File: config.mk
export PLATFORM = sky130hd
export DESIGN_NAME = exu_seq_ctrl
export DESIGN_NICKNAME = d
export VERILOG_FILES = /design/src/rtl/exu_seq_ctrl.sv
export SDC_FILE = /design/constraint.sdc
export NUM_CORES = 1
export LEC_CHECK = 0
export CORE_ASPECT_RATIO = 1.5
export CORE_MARGIN = 2
export CORE_UTILIZATION = 45
export DETAILED_ROUTE_END_ITERATION = 8
export PLACE_DENSITY_LB_ADDON = 0.08
export SETUP_SLACK_MARGIN = 0.02
export SYNTH_ARGS = -nofsm -noshare
export SYNTH_HDL_FRONTEND = slang
export SYNTH_SLANG_ARGS = --single-unit
File: constraint.sdc
create_clock -name clk -period 1.9 [get_ports clk]
set_input_delay 0.285 -clock clk [delete_from_list [all_inputs] [get_ports clk]]
set_output_delay 0.285 -clock clk [all_outputs]
set_load 0.02 [all_outputs]
File: src/rtl/exu_seq_ctrl.sv
// Multi-cycle fetch/decode/execute/writeback sequencer around the combinational EXU.
// Optional performance counters are enabled with `define EXU_SEQ_PERF_CNT_EN.
module exu_seq_ctrl #(
  parameter int unsigned           ADDR_WIDTH = 32,
  parameter int unsigned           DATA_WIDTH = 32,
  parameter logic [ADDR_WIDTH-1:0] RESET_PC   = 32'h8000_0000,
  parameter int unsigned           TIMEOUT    = 255
) (
  input  logic                  clk,
  input  logic                  rst,
  output logic                  ifu_req_valid,
  input  logic                  ifu_req_ready,
  input  logic                  ifu_rsp_valid,
  input  logic [31:0]           ifu_inst,
  output logic [ADDR_WIDTH-1:0] pc,
  output logic [31:0]           inst,
  input  logic                  idu_illegal,
  input  logic                  idu_ebreak,
  input  logic                  exu_wen,
  input  logic [4:0]            exu_waddr,
  input  logic [DATA_WIDTH-1:0] exu_wdata,
  input  logic                  jump_valid,
  input  logic [ADDR_WIDTH-1:0] jump_target,
  output logic                  rf_wen,
  output logic [4:0]            rf_waddr,
  output logic [DATA_WIDTH-1:0] rf_wdata,
  output logic                  halt,
  output logic [1:0]            halt_code,
`ifdef EXU_SEQ_PERF_CNT_EN
  output logic [63:0]           perf_cycle,
  output logic [63:0]           perf_retire,
`endif
  output logic                  busy
);

  localparam int unsigned           CntWidth = $clog2(TIMEOUT + 1);
  localparam logic [CntWidth-1:0]   CntMax   = CntWidth'(TIMEOUT);

  localparam logic [2:0] StBoot      = 3'd0;
  localparam logic [2:0] StFetchReq  = 3'd1;
  localparam logic [2:0] StFetchWait = 3'd2;
  localparam logic [2:0] StDecode    = 3'd3;
  localparam logic [2:0] StExec      = 3'd4;
  localparam logic [2:0] StWb        = 3'd5;
  localparam logic [2:0] StHalt      = 3'd6;

  logic [2:0]            state_q, state_d;
  logic [ADDR_WIDTH-1:0] pc_q, pc_d;
  logic [ADDR_WIDTH-1:0] next_pc_q, next_pc_d;
  logic [31:0]           inst_q, inst_d;
  logic [CntWidth-1:0]   cnt_q, cnt_d;
  logic                  wb_wen_q, wb_wen_d;
  logic [4:0]            wb_waddr_q, wb_waddr_d;
  logic [DATA_WIDTH-1:0] wb_wdata_q, wb_wdata_d;
  logic [1:0]            halt_code_q, halt_code_d;

  always_comb begin
    state_d     = state_q;
    pc_d        = pc_q;
    next_pc_d   = next_pc_q;
    inst_d      = inst_q;
    cnt_d       = cnt_q;
    wb_wen_d    = wb_wen_q;
    wb_waddr_d  = wb_waddr_q;
    wb_wdata_d  = wb_wdata_q;
    halt_code_d = halt_code_q;
    case (state_q)
      StBoot:     state_d = StFetchReq;
      StFetchReq: if (ifu_req_ready) state_d = StFetchWait;
      StFetchWait: begin
        // A response on the final counter cycle still wins over the timeout.
        if (ifu_rsp_valid) begin
          inst_d  = ifu_inst;
          cnt_d   = '0;
          state_d = StDecode;
        end else if (cnt_q == CntMax) begin
          halt_code_d = 2'd3;
          state_d     = StHalt;
        end else begin
          cnt_d = cnt_q + 1'b1;
        end
      end
      StDecode: begin
        if (idu_illegal) begin
          halt_code_d = 2'd2;
          state_d     = StHalt;
        end else if (idu_ebreak) begin
          halt_code_d = 2'd1;
          state_d     = StHalt;
        end else begin
          state_d = StExec;
        end
      end
      StExec: begin
        wb_wen_d   = exu_wen & (exu_waddr != 5'd0);
        wb_waddr_d = exu_waddr;
        wb_wdata_d = exu_wdata;
        next_pc_d  = jump_valid ? jump_target : pc_q + ADDR_WIDTH'(4);
        state_d    = StWb;
      end
      StWb: begin
        pc_d    = next_pc_q;
        state_d = StFetchReq;
      end
      StHalt:  state_d = StHalt;
      default: state_d = StBoot;
    endcase
  end

  always_ff @(posedge clk or negedge rst) begin
    if (!rst) begin
      state_q     <= StBoot;
      pc_q        <= RESET_PC;
      next_pc_q   <= RESET_PC;
      inst_q      <= '0;
      cnt_q       <= '0;
      wb_wen_q    <= 1'b0;
      wb_waddr_q  <= '0;
      wb_wdata_q  <= '0;
      halt_code_q <= 2'd0;
    end else begin
      state_q     <= state_d;
      pc_q        <= pc_d;
      next_pc_q   <= next_pc_d;
      inst_q      <= inst_d;
      cnt_q       <= cnt_d;
      wb_wen_q    <= wb_wen_d;
      wb_waddr_q  <= wb_waddr_d;
      wb_wdata_q  <= wb_wdata_d;
      halt_code_q <= halt_code_d;
    end
  end

  assign ifu_req_valid = (state_q == StFetchReq);
  assign pc            = pc_q;
  assign inst          = inst_q;
  assign rf_wen        = (state_q == StWb) & wb_wen_q;
  assign rf_waddr      = wb_waddr_q;
  assign rf_wdata      = wb_wdata_q;
  assign halt          = (state_q == StHalt);
  assign halt_code     = halt_code_q;
  assign busy          = (state_q != StHalt);

`ifdef EXU_SEQ_PERF_CNT_EN
  logic [63:0] perf_cycle_q, perf_retire_q;

  always_ff @(posedge clk or negedge rst) begin
    if (!rst) begin
      perf_cycle_q  <= '0;
      perf_retire_q <= '0;
    end else begin
      if (state_q != StHalt) perf_cycle_q <= perf_cycle_q + 64'd1;
      if (state_q == StWb)   perf_retire_q <= perf_retire_q + 64'd1;
    end
  end

  assign perf_cycle  = perf_cycle_q;
  assign perf_retire = perf_retire_q;
`endif

endmodule

## After elaboration in Yosys (flattened, before gate mapping)

Index checks and enable logic that the tools add are counted.

- RAM bits: 0
- Bits in read-only memories: 0
- Output and inout bits: 107
- Bits in registers: 147
- Memories: 0
- Word-level logic and storage cells: 49
- Bits in latches: 0

- Shifts and indexed selects: 0
- Bitwise gates (word level): 2
- $add $sub $neg: 2
- Multipliers: 0
- Reductions and logical operators: 8
- Multiplexer cells: 14
- Equality and inequality tests: 14
- Div/mod/pow operators: 0
- Order comparisons: 0

Operators with widths:

| cell | number |
|---|---|
| $add A32 B3 Y32 const B | 1 |
| $mux W32 | 1 |
| $pmux W3 S6 | 1 |
| $mux W8 | 2 |
| $mux W2 | 6 |
| $eq A3 B3 Y1 const B | 3 |
| $mux W3 | 3 |
| $ne A3 B3 Y1 const B | 3 |
| $add A8 B1 Y8 const B | 1 |
| $eq A8 B8 Y1 const B | 1 |
| $eq A3 B2 Y1 const B | 2 |
| $ne A2 B2 Y1 const B | 3 |
| $reduce_and A2 Y1 | 3 |
| $reduce_bool A5 Y1 | 1 |
| $pmux W2 S2 | 1 |
| $reduce_and A4 Y1 | 1 |
| $eq A3 B1 Y1 const B | 1 |
| $logic_not A3 Y1 | 1 |
| $and A1 B1 Y1 | 2 |
| $ne A2 B1 Y1 const B | 1 |
| $reduce_bool A2 Y1 | 1 |
| $reduce_or A2 Y1 | 1 |

## Longest topological paths before layout

- Depth after elaboration: 4
- Mapped depth: 8
- Mapped depth without buffers: 6

## Worst setup path before layout

No wires, ideal clock.

- Path type: reg-to-reg
- Start: register pc_q[11] (netlist: pc[11])
- End: register next_pc_q[28]
- Cell stages (with the launch flop): 6
- Arrival time: 1.766 ns
- Path buffers: 0
- Library setup time: 0.132 ns
- Required time: 1.768 ns
- Path slack: 0.002 ns
- Cell sequence: dfrtp_1 nand4_4 or3_4 o41a_1 o31ai_1 o21ai_1

- Cells in the longest elaborated chain, start to end: 2

Ends and longest elaborated chain:

| item | RTL line | RTL |
|---|---|---|
| from (decl) | 48 | `logic [ADDR_WIDTH-1:0] pc_q, pc_d;` |
| from (signal assigned) | 123 | `pc_q <= pc_d;` |
| $add A32 B3 Y32 | 98 | `next_pc_d = jump_valid ? jump_target : pc_q + ADDR_WIDTH'(4);` |
| $mux W32 | 98 |  |
| to (signal assigned) | 124 | `next_pc_q <= next_pc_d;` |
| to (decl) | 49 | `logic [ADDR_WIDTH-1:0] next_pc_q, next_pc_d;` |

Every way passes these cells.
A chain may end at the register's enable or synchronous reset.

## Final worst setup path

Same ends and word-level chain as after synthesis.

==> impl_metrics.ini <==
[outcome]
outcome = completed

[clock_tree]
root_buffer = clkbuf_16
clk_latency_ns = 0.42
clk_pin_slew_ns = 0.06
cts_tree = built
clk_path_buf_depth = 2
cts_made_buffers = 17
htree_levels = 4
cts_num_sinks = 147

[logic_synthesis]
synth_compound_area_share_pct = 8.33
synth_mux_area_share_pct = 11.7
synthFlopType = dfrtp_1
synth.avg_cell_area_um2 = 10.5
synth_warnings = 0
synth_nets = 731
synthAdderAreaFrac_pct = 0.385
yosysSeqAreaShare_pct = 56.6
synth_top_family_by_area = simple AND/OR/NAND/NOR gates
postSynthRegisterBits = 147
syn_inst = 620
netlist_area_mm2 = 0.00651
synthArstFlopShare_pct = 100
synth_edf_count = 0
ys_types = 48
synth-simple-area-share_pct = 17.1
synth_xor_area_share_pct = 3.50

[grt]
first_global_vias = 5627
grt_pass1_wl_mm = 27.5
grt_max_degree = 59
antenna_found_initial = 0
gr-usage-all-layers_pct = 22.8
grt_overflow = 0

[route]
met3WireLength_mm = 1.13
vias_per_cell = 5.13
drt_wl_total_mm = 17.1
antenna_left = 0
post_drt_wl_per_cell_um = 16.1
wl_met1_mm = 7.20
firstDrtPassIters = 4
vias = 5456
wl_met2_mm = 8.54
drt_iter0_drc = 176
drc_errors = 0
top_layer = met4

[setup_path]
critical_path.startpoint_type = register
cp-end-kind = register
critical_path_class = reg2reg
worst-path-max-fanout = 5
worstPathArrival_ns = 2.15
crit_required_ns = 2.20

[floorplanning]
fp.dieW_um = 102
ios = 216
start_util_pct = 46.3
die_area_mm2 = 0.0155
core_mm2 = 0.0141
rows = 53
die_h_um = 151

[min_path]
worstHoldPathType = in2async

[timing]
setup-violations-final = 0
tightest_slew_ns = 0.561
period_share_pct = 97.4
slew_violations = 0
finalCriticalPeriod_ns = 1.85
hold_ws_ns = 0.387
hold_viol_final = 0
fin_skew_ns = 0.00921
relSlewSlack_pct = 62.6
rsz0062_at_grt = true
clock.fmax_mhz = 541

[placement]
portBuffers = 215
dpl.hpwl_mm = 12.2
place_congestion = 0.842

[power]
switching_power_mw = 6.24
clock_power_share_pct = 19.1
swShare_pct = 37.8
p_seq_share_pct = 34.9
ir_drop_mv = 1.08
power_density_mw_per_mm2 = 1700
pwr-share-comb_pct = 46.0
p_leak_nw = 4.32
internal_power_mw = 10.3

[cells_and_area]
antenna_cells = 0
drive_gt1_share_pct = 17.7
nets = 970
post-route-util_pct = 69.2
area_delta_synth_final_pct = 49.5

[job]
maxCapViolCount = 0
-- registers in the layout, indices dropped and copies added (netlist names), 2 cells and up --
signal,count
next_pc_q,32
cnt_q,8
rf_wdata,32
state_q,3
pc,32
halt_code,2
inst,32
rf_waddr,5
-- kinds of logic after synthesis --
kind of cell | Yosys count
compound gates | 93
flops | 147
simple gates | 244
mux | 68
fa+ha+maj | 2
xor+xnor | 26
buf+inv | 40
-- metrics by stage --
step / instances / TNS, ns / instance area (µm²) / power [mW] / setup WS, ns
6_report: 1064 / 0 / 9730 / 16.5 / 0.0500
5_1_grt: 1064 / -0.00987 / 9730 / 17.6 / -0.00586
4_1_cts: 1060 / 0 / 9660 / 16.6 / 0.0318
3_5_place_dp: 1027 / 0 / 9090 / 13.4 / 0.0708
3_3_place_gp: 1027 / 0 / 9090 / 13.2 / 0.119
2_1_floorplan: 620 / 0 / 6510 / 9.71 / 0.0241
-- synth_stat cells (all sizes together) (2+ instances only) --
cell / n / area (µm²)
nor4: 5 / 46.3
nand3: 11 / 55.1
and3: 11 / 68.8
and2: 4 / 25.0
o21ai: 28 / 140
nor2: 35 / 131
ha: 2 / 25.0
xnor2: 9 / 78.8
nor3: 3 / 15.0
nand4: 15 / 109
a2bb2oi: 2 / 17.5
clkbuf: 22 / 82.6
dfstp: 2 / 52.6
buf: 11 / 50.0
o211ai: 2 / 15.0
o21a: 2 / 15.0
inv: 7 / 26.3
a31o: 2 / 17.5
a21oi: 32 / 160
mux2i: 4 / 40.0
xor2: 17 / 149
o22ai: 16 / 100
mux2: 64 / 721
or3: 2 / 17.5
and4: 4 / 35.0
nor2b: 2 / 12.5
dfrtp: 145 / 3630
nand2b: 3 / 18.8
nand2: 144 / 541
-- path summary, 6_finish.rpt --
path                               start             to  slack, ns  depth (start not counted)
max                               pc[11]  next_pc_q[28]       0.05                          5
min                                  rst       inst[23]       0.39                          2
max reg2reg                       pc[11]  next_pc_q[28]       0.05                          5
min reg2reg                 next_pc_q[2]   next_pc_q[2]       0.48                          2
max in group asynchronous            rst       inst[10]       0.86                          3
min in group clk           exu_wdata[20]   rf_wdata[20]       0.39                          3
-- cell usage in the layout, fill, tap and decap left out, types with 4 or more instances in the layout --
master and count:
buf_4 32, a21oi_1 32, buf_12 5, nand3_1 11, inv_6 5, o21ai_0 27, nor4_1 4, nand4_1 14
dlymetal6s2s_1 9, mux2_2 64, dfrtp_2 4, clkbuf_16 17, xor2_1 17, nand2_1 144, and3_1 11, inv_1 7
nor2_1 34, and4_1 4, mux2i_1 4, o22ai_1 16, xnor2_1 9, dfrtp_1 141, clkdlybuf4s50_1 200
-- routing by layer --
layer / vias up / track usage (%)
met2: 193 / 38.8
met5: - / 0
met1: 2629 / 28.0
met4: 0 / 7.27
met3: 22 / 6.09
li1: 2612 / -
-- cell type report --
cell class / count / area [µm²]
fill: 1110 / 4330
sequential: 147 / 3690
multi-input combinational: 433 / 2700
timing repair buffer: 253 / 2520
clock buffer: 18 / 439
tap: 192 / 240
clock inverter: 14 / 120
inverter: 7 / 26.3
-- power by group through the flow --
stage	Clock (mW)	Combinational [mW]	Sequential (mW)
after CTS	3.23	7.64	5.75
after global routing	3.37	8.24	5.99
after detailed placement	0	7.62	5.79
after floorplan	0	2.67	7.05
final	3.16	7.60	5.76
after global placement	0	7.48	5.70
-- timing repair --
item,CTS,global route
resized for setup,6,18
endpoints found under the setup margin,5,15
hold endpoints to repair,49,0
pin swaps,0,3
hold buffers,1,0
setup buffers,0,4
-- critical path: stages, from the launching register on --
cell and delay, ns:
dfrtp_2 0.42, nand4_4 0.15, or3_4 0.42, o41a_1 0.40, o31ai_2 0.26, o21ai_1 0.08
No activity file was read; power rests on OpenSTA's default activity.
